<file path="src/rtl/regfile_pkg.sv">
// Shared widths, constants and types for the multi-port register file.
// Latency: n/a (declarations only).
// Backpressure: n/a (declarations only).
package regfile_pkg;
    localparam int REGFILE_DW = 32;
    localparam int REGFILE_AW = 5;
    localparam int ZERO_REG   = 0;

    typedef logic [REGFILE_AW-1:0] reg_addr_t;
    typedef logic [REGFILE_DW-1:0] reg_data_t;
endpackage

</file>
<file path="src/rtl/regfile_scoreboard.sv">
// Pending-write scoreboard: one busy bit per register, set on issue, cleared on writeback.
// Latency: set/clear visible one cycle after the edge; busy_any is combinational from state.
// Backpressure: none; issue and clears are accepted every cycle.
//
// Ports: clk, reset (sync active-high), issue_valid/issue_reg (set), clr_en[1:0]/clr_reg
// (clear, port w at [w*AW +: AW]), busy (vector, bit 0 always 0), busy_any (OR of busy).
module regfile_scoreboard
    import regfile_pkg::*;
#(
    parameter int AW = REGFILE_AW
) (
    input  logic                 clk,
    input  logic                 reset,
    input  logic                 issue_valid,
    input  logic [AW-1:0]        issue_reg,
    input  logic [1:0]           clr_en,
    input  logic [2*AW-1:0]      clr_reg,
    output logic [(1<<AW)-1:0]   busy,
    output logic                 busy_any
);
    localparam int DEPTH = 1 << AW;

    logic [DEPTH-1:0] busy_nxt;

    always_comb begin
        busy_nxt = busy;
        for (int w = 0; w < 2; w++) begin
            if (clr_en[w] && (clr_reg[w*AW +: AW] != AW'(ZERO_REG)))
                busy_nxt[clr_reg[w*AW +: AW]] = 1'b0;
        end
        // Issue is applied after clears: a new issue supersedes a completing write.
        if (issue_valid && (issue_reg != AW'(ZERO_REG)))
            busy_nxt[issue_reg] = 1'b1;
        busy_nxt[ZERO_REG] = 1'b0;
    end

    always_ff @(posedge clk) begin
        if (reset)
            busy <= '0;
        else
            busy <= busy_nxt;
    end

    // Masked by reset so status reads clean even before the first reset edge.
    assign busy_any = (|busy) & ~reset;
endmodule

</file>
<file path="src/rtl/regfile_mp.sv">
// Multi-port register file: NR combinational reads, 2 synchronous writes, r0 hardwired to zero.
// Latency: reads 0 cycles; writes visible next cycle (same cycle when REGFILE_BYPASS_EN defined).
// Backpressure: none; all reads/writes accepted every cycle, hazards reported via rbusy.
//
// Ports: clk, reset (sync active-high); regwrite/wreg/wdata (write port w at slice w);
// rreg/rdata/rbusy (read port r at slice r); issue_valid/issue_reg mark a register pending;
// busy_any is the OR of all pending marks.
// Config macro: REGFILE_BYPASS_EN enables write-to-read forwarding and busy masking.
module regfile_mp
    import regfile_pkg::*;
#(
    parameter int DW = REGFILE_DW,
    parameter int AW = REGFILE_AW,
    parameter int NR = 2
) (
    input  logic               clk,
    input  logic               reset,
    input  logic [1:0]         regwrite,
    input  logic [2*AW-1:0]    wreg,
    input  logic [2*DW-1:0]    wdata,
    input  logic [NR*AW-1:0]   rreg,
    output logic [NR*DW-1:0]   rdata,
    output logic [NR-1:0]      rbusy,
    input  logic               issue_valid,
    input  logic [AW-1:0]      issue_reg,
    output logic               busy_any
);
    localparam int DEPTH = 1 << AW;

    logic [DEPTH-1:0][DW-1:0] mem;
    logic [DEPTH-1:0]         busy;

    // Port 1 is applied last so it wins a same-address conflict.
    always_ff @(posedge clk) begin
        if (reset) begin
            mem <= '0;
        end else begin
            for (int w = 0; w < 2; w++) begin
                if (regwrite[w] && (wreg[w*AW +: AW] != AW'(ZERO_REG)))
                    mem[wreg[w*AW +: AW]] <= wdata[w*DW +: DW];
            end
        end
    end

    regfile_scoreboard #(.AW(AW)) u_scoreboard (
        .clk         (clk),
        .reset       (reset),
        .issue_valid (issue_valid),
        .issue_reg   (issue_reg),
        .clr_en      (regwrite),
        .clr_reg     (wreg),
        .busy        (busy),
        .busy_any    (busy_any)
    );

    for (genvar r = 0; r < NR; r++) begin : g_rd
        logic [AW-1:0] ra;
        logic [DW-1:0] rd;
        logic          rb;

        always_comb begin
            ra = rreg[r*AW +: AW];
            rd = mem[ra];
            rb = busy[ra] & ~reset;
`ifdef REGFILE_BYPASS_EN
            // Later port overrides earlier, matching write priority.
            for (int w = 0; w < 2; w++) begin
                if (regwrite[w] && (wreg[w*AW +: AW] == ra)) begin
                    rd = wdata[w*DW +: DW];
                    rb = 1'b0;
                end
            end
`endif
            if (ra == AW'(ZERO_REG)) begin
                rd = '0;
                rb = 1'b0;
            end
        end

        assign rdata[r*DW +: DW] = rd;
        assign rbusy[r]          = rb;
    end
endmodule
</file>
<file path="config.mk">
export PLATFORM = sky130hd
export DESIGN_NAME = regfile_mp
export DESIGN_NICKNAME = d
export VERILOG_FILES = /design/src/rtl/regfile_pkg.sv /design/src/rtl/regfile_scoreboard.sv /design/src/rtl/regfile_mp.sv
export SDC_FILE = /design/constraint.sdc
export NUM_CORES = 2
export LEC_CHECK = 0
export CORE_ASPECT_RATIO = 0.9
export CORE_MARGIN = 1
export CORE_UTILIZATION = 35
export DETAILED_ROUTE_END_ITERATION = 8
export REMOVE_ABC_BUFFERS = 1
export SLEW_MARGIN = 25
export SYNTH_ARGS = -nofsm -noshare
export SYNTH_HDL_FRONTEND = slang
export SYNTH_HIERARCHICAL = 1
export SYNTH_SLANG_ARGS = --single-unit
</file>
<file path="constraint.sdc">
create_clock -name clk -period 5.25 [get_ports clk]
set_input_delay 0.525 -clock clk [delete_from_list [all_inputs] [get_ports clk]]
set_output_delay 0.525 -clock clk [all_outputs]
set_load 0.05 [all_outputs]
</file>
=== Yosys cells after proc, flatten, opt, wreduce, memory -nomap -nowiden ===
Index checks and enable logic that the tools add are counted.

* Flip-flop bits (word level): 1056
* Input port bits: 94
* Output and inout port bits: 67
* Logic and storage cells: 93

* Order comparisons: 8
* Multiplexer cells: 30
* Bitwise operators: 9
* Reductions and logical operators: 12

{| class="wikitable"
|+ Operators by type and width
! cell !! count
|-
| 1024-bit 2-to-1 mux || 3
|-
| 1024-bit bitwise mux || 2
|-
| 32-bit binary-select mux with 5-bit select || 2
|-
| 32-bit demux with 5-bit select || 2
|-
| 32-bit 2-to-1 mux || 9
|-
| 32-bit AND || 2
|-
| 32-bit inverter || 2
|-
| 32-bit OR || 1
|-
| 32-bit OR reduction || 1
|-
| 5-bit by 6-bit less-than comparator with 1-bit output, second input constant || 5
|-
| 1-bit demux with 5-bit select || 3
|-
| 5-bit by 1-bit greater-or-equal comparator with 1-bit output, second input constant || 3
|-
| 5-bit nonzero test || 3
|-
| 1-bit binary-select mux with 5-bit select || 2
|-
| 5-bit zero test || 2
|-
| 1-bit 2-to-1 mux || 7
|-
| 1-bit logical AND || 6
|-
| 1-bit AND || 3
|-
| 1-bit inverter || 1
|}

=== Longest topological paths before layout ===
* Depth in word-level cells: 11
* Depth in mapped cells: 8
* Depth with buffers taken out: 4

=== Hierarchy ===
Netlist, hierarchy kept.

{| class="wikitable"
|+ Modules (own cells, without submodules)
! module !! instances !! cells each !! area each (µm²) !! sequential area each (µm²)
|-
| regfile_mp || 1 || 6710 || 62198.4 || 20499.7
|-
| regfile_scoreboard || 1 || 187 || 1619.1 || 620.6
|}

=== Worst setup path before layout ===
OpenSTA, ideal clock, no wires.

* Kind: input to output
* From: input rreg[5]
* To: output rdata[61]
* Arrival time: 2.865 ns
* Required time: 4.725 ns
* Path slack: 1.860 ns
* Stages: 7
* Path buffers: 3
* Cell sequence: buf_4 > buf_4 > nor2_1 > clkbuf_1 > a221oi_1 > o21ai_0 > a311oi_1

* Cells in the longest elaborated chain, start to end: 3

{| class="wikitable"
|+ Ends and longest elaborated chain
! what !! line !! RTL
|-
| start: declaration || regfile_mp.sv:21 || <nowiki>input logic [NR*AW-1:0] rreg,</nowiki>
|-
| 32-bit binary-select mux with 5-bit select || regfile_mp.sv:63 || <nowiki>rd = mem[ra];</nowiki>
|-
| 32-bit 2-to-1 mux (implied by the code) || regfile_mp.sv:63 ||
|-
| 32-bit 2-to-1 mux * || regfile_mp.sv:74 || <nowiki>if (ra == AW'(ZERO_REG)) begin</nowiki>
|-
| end: declaration || regfile_mp.sv:22 || <nowiki>output logic [NR*DW-1:0] rdata,</nowiki>
|}

Mark *: on every way between the ends. The rest lies on a longest branch, timed or not. The select of a mux whose other input is x is not followed.

=== Worst setup path in the final report ===
* From: input rreg[0]
* To: output rdata[24]

Same word-level chain as after synthesis.

==> impl_metrics.toml <==
[status]
outcome = "finished, final reports clean"

[cts]
postCtsResizedCells = 0
clk_latency_ns = 0.76
hold_buffers = 0
htree_levels = 3
cts_buffers = 115
clk_pin_slew_ns = 0.06
cts-root-buf = "clkbuf_16"
cts_setup_buffers = 0
cts_tree = "yes"
clock-sinks = 1055
clock_path_buffers = 3

[power]
vdd_drop_max_uv = 286.6
power.share.combinational_pct = 13.6
p_leak_nw = 25.46
p_seq_share_pct = 43.1
fin_total_pwr_mw = 19.19
intPower_mw = 13.64
p_per_area_nw_per_um2 = 270.8
power_frac_clock_pct = 43.3
power.switching_mw = 5.544
switching_share_pct = 28.90

[timing]
max_slew_margin_pct = 16.61
fmax_mhz = 241.9
finClkSkew_ns = 0
setup_viol = 0
min_period_ns = 4.133
period_share_pct = 78.73
tightest_slew_ns = 1.251
maxSlewViolCount = 0
hold_viol = 0
rsz0062_at_grt = "false"

[worst_setup_path]
crit_arrival_ns = 3.61
endpoint_kind = "output pin"
crit_chain = "buf_6, buf_4, nor2_1, buf_4, a221oi_1, a211oi_1, buf_4, buf_12"
path_class = "input pin to output pin"
critPathMaxFanout = 34
start_kind = "input pin"
cp_top_family = "buffers and inverters"
critical_path_buf_inv_count = 5
crit_slowest_cell = "a221oi_1"
path_common_cell = "buf_4"
worstPathRequired_ns = 4.72
cp_slowest_stage_delay_ns = 0.90

[drt]
vias = 60680
route.detailed.drc = 0
drtAntennaViolNets = 0
m1WireLength_microns = 105500
drt_iter0_drc = 8614
drt_pass1_iterations = 8
maxUsedRoutingLayer = "met5"
drt-wirelength-per-cell_microns = 30.93
met2_length_microns = 118300
vias_per_cell = 6.768
route.met3.wl_microns = 37410
wl_microns = 277300

[place]
finalWeightedCongestion = 0.9113
io_buffers = 160
dp_hpwl_microns = 158300
place_area_sq_um = 66990

[layout]
layout.nets = 6565
drive_above_1_share_pct = 16.84
design_area_sq_um = 70850
syn2layout_area_growth_pct = 11.01
fin_util_pct = 39.16

[grt]
track_usage_pct = 29.13
grt_overflow = 0
grt_antenna_before_repair = 4
grt_max_degree = 215
grt_pass1_wl_microns = 402500
grt_pass1_vias = 57810

[logic_synthesis]
yosysMostFrequentCell = "dfxtp_1"
synth_area_leaders = "dfxtp_1 33%, mux4_2 16%, mux2i_1 10%, a211oi_1 7.2%, a311oi_1 7.0%"
syn_area_per_cell_sq_um = 9.253
netlist_area_sq_um = 63820
synthCells = 6897
synth_cell_types = 57
async_flop_share_pct = 0
synth-edff-count = 0
synth_top_area_share_pct = 33.09
synth_top_cell_by_area = "dfxtp_1"
synth_ff_type = "dfxtp_1"
synth_warnings = 6
synth.top_cells.by_count = "1,055 x dfxtp_1, 1,013 x nor2_1, 658 x clkbuf_1, 656 x mux2i_1, 608 x a211oi_1"
ys_seq_area_share_pct = 33.09
synth_seq_cells = 1055

[floorplan]
die-height_microns = 407.1
dieArea_sq_um = 184100
rows = 148
core-area_sq_um = 180900
dieWidth_microns = 452.1
ios = 161
initial_core_util_pct = 35.27

[job]
max_cap_viol_count = 0

[worst_hold_path]
hold_class = "input pin to register"
## cell usage in the layout, fill, tap and decap left out, types with 5 or more instances in the layout
| cell type | netlist | routed |
|---|---|---|
| nor2_4 | 0 | 9 |
| nand2_4 | 0 | 20 |
| mux2i_1 | 656 | 656 |
| clkinv_2 | 0 | 16 |
| clkbuf_1 | 658 | 38 |
| dfxtp_1 | 1055 | 1055 |
| nand2b_1 | 8 | 7 |
| a22oi_1 | 36 | 36 |
| buf_4 | 65 | 245 |
| a311oi_1 | 513 | 513 |
| mux2_2 | 64 | 64 |
| nand3_1 | 275 | 266 |
| inv_1 | 33 | 31 |
| nand2_2 | 0 | 12 |
| buf_8 | 0 | 5 |
| o32ai_1 | 31 | 31 |
| nand2_8 | 0 | 9 |
| o2111ai_1 | 18 | 18 |
| nor2b_1 | 110 | 106 |
| buf_12 | 0 | 48 |
| nand4_1 | 5 | 5 |
| o21ai_0 | 336 | 336 |
| clkdlybuf4s50_1 | 0 | 65 |
| buf_2 | 194 | 22 |
| a211oi_1 | 608 | 608 |
| nand3_4 | 0 | 8 |
| clkbuf_8 | 0 | 28 |
| a221oi_1 | 82 | 82 |
| nor2_1 | 1013 | 1004 |
| nand2_1 | 564 | 523 |
| nand3b_1 | 8 | 8 |
| clkbuf_16 | 0 | 117 |
| or3b_1 | 5 | 5 |
| mux4_2 | 456 | 456 |
| o22ai_1 | 31 | 31 |
| nor4_1 | 6 | 6 |
## power by group through the flow
stage               clock, mW  combinational (mW)  sequential [mW]
floorplan                   0                1.03             8.41
global placement            0                2.52             8.44
detailed placement          0                2.53             8.44
CTS                      8.29                2.54             8.27
global route             8.61                2.68             8.29
finish                   8.30                2.61             8.27
## logic make-up (layout without fill, tap and decap cells)
kind of cell,Yosys count,in the layout,share of synthesized area (%)
AOI/OAI and AO/OA,1662,1662,19.43
buffers and inverters,967,632,6.493
DFF,1055,1055,33.09
muxes,1176,1176,27.51
other,1,4,0.005876
and+or+nand+nor,2036,2036,13.46
## path summary, 6_finish.rpt
check | startpoint | endpoint | slack [ns] | depth (start not counted)
worst max-delay path | rreg[0] | rdata[24] | 1.12 | 8
worst min-delay path | reset | mem[31] | 0.18 | 2
worst max register to register | mem[758] | mem[758] | 4.36 | 2
worst min register to register | mem[2] | mem[2] | 0.48 | 1
## area by class of cell
| cell class | instances | area [sq um] |
|---|---|---|
| Antenna cell | 3 | 7.507 |
| Clock buffer | 183 | 3456 |
| Clock inverter | 25 | 241.5 |
| Fill cell | 17540 | 110100 |
| Inverter | 34 | 132.6 |
| Multi-Input combinational cell | 4875 | 39150 |
| Sequential cell | 1055 | 21120 |
| Tap cell | 2400 | 3003 |
| Timing Repair Buffer | 390 | 3741 |
## flip-flops by register name (all words and copies together), names as in the netlist
register           count
u_scoreboard/busy     31
mem                 1024
## routing by layer
metal,global-route usage (%),up-vias
met5,0,-
met4,15.14,10
met3,7.956,945
met2,43.23,4608
met1,38.53,29800
li1,-,25310
## metrics by stage
stage	TNS (ns)	worst slack [ns]	instances	hold WS (ns)
global route	0	1.078	8963	0.2178
detailed placement	0	1.145	8749	0.4696
floorplan	-709.57	-3.403	5964	0.4509
global placement	0	1.196	8748	0.4637
finish	0	1.117	8965	0.1810
CTS	0	1.160	8957	0.1827
Power figures use the tool's default switching activity.
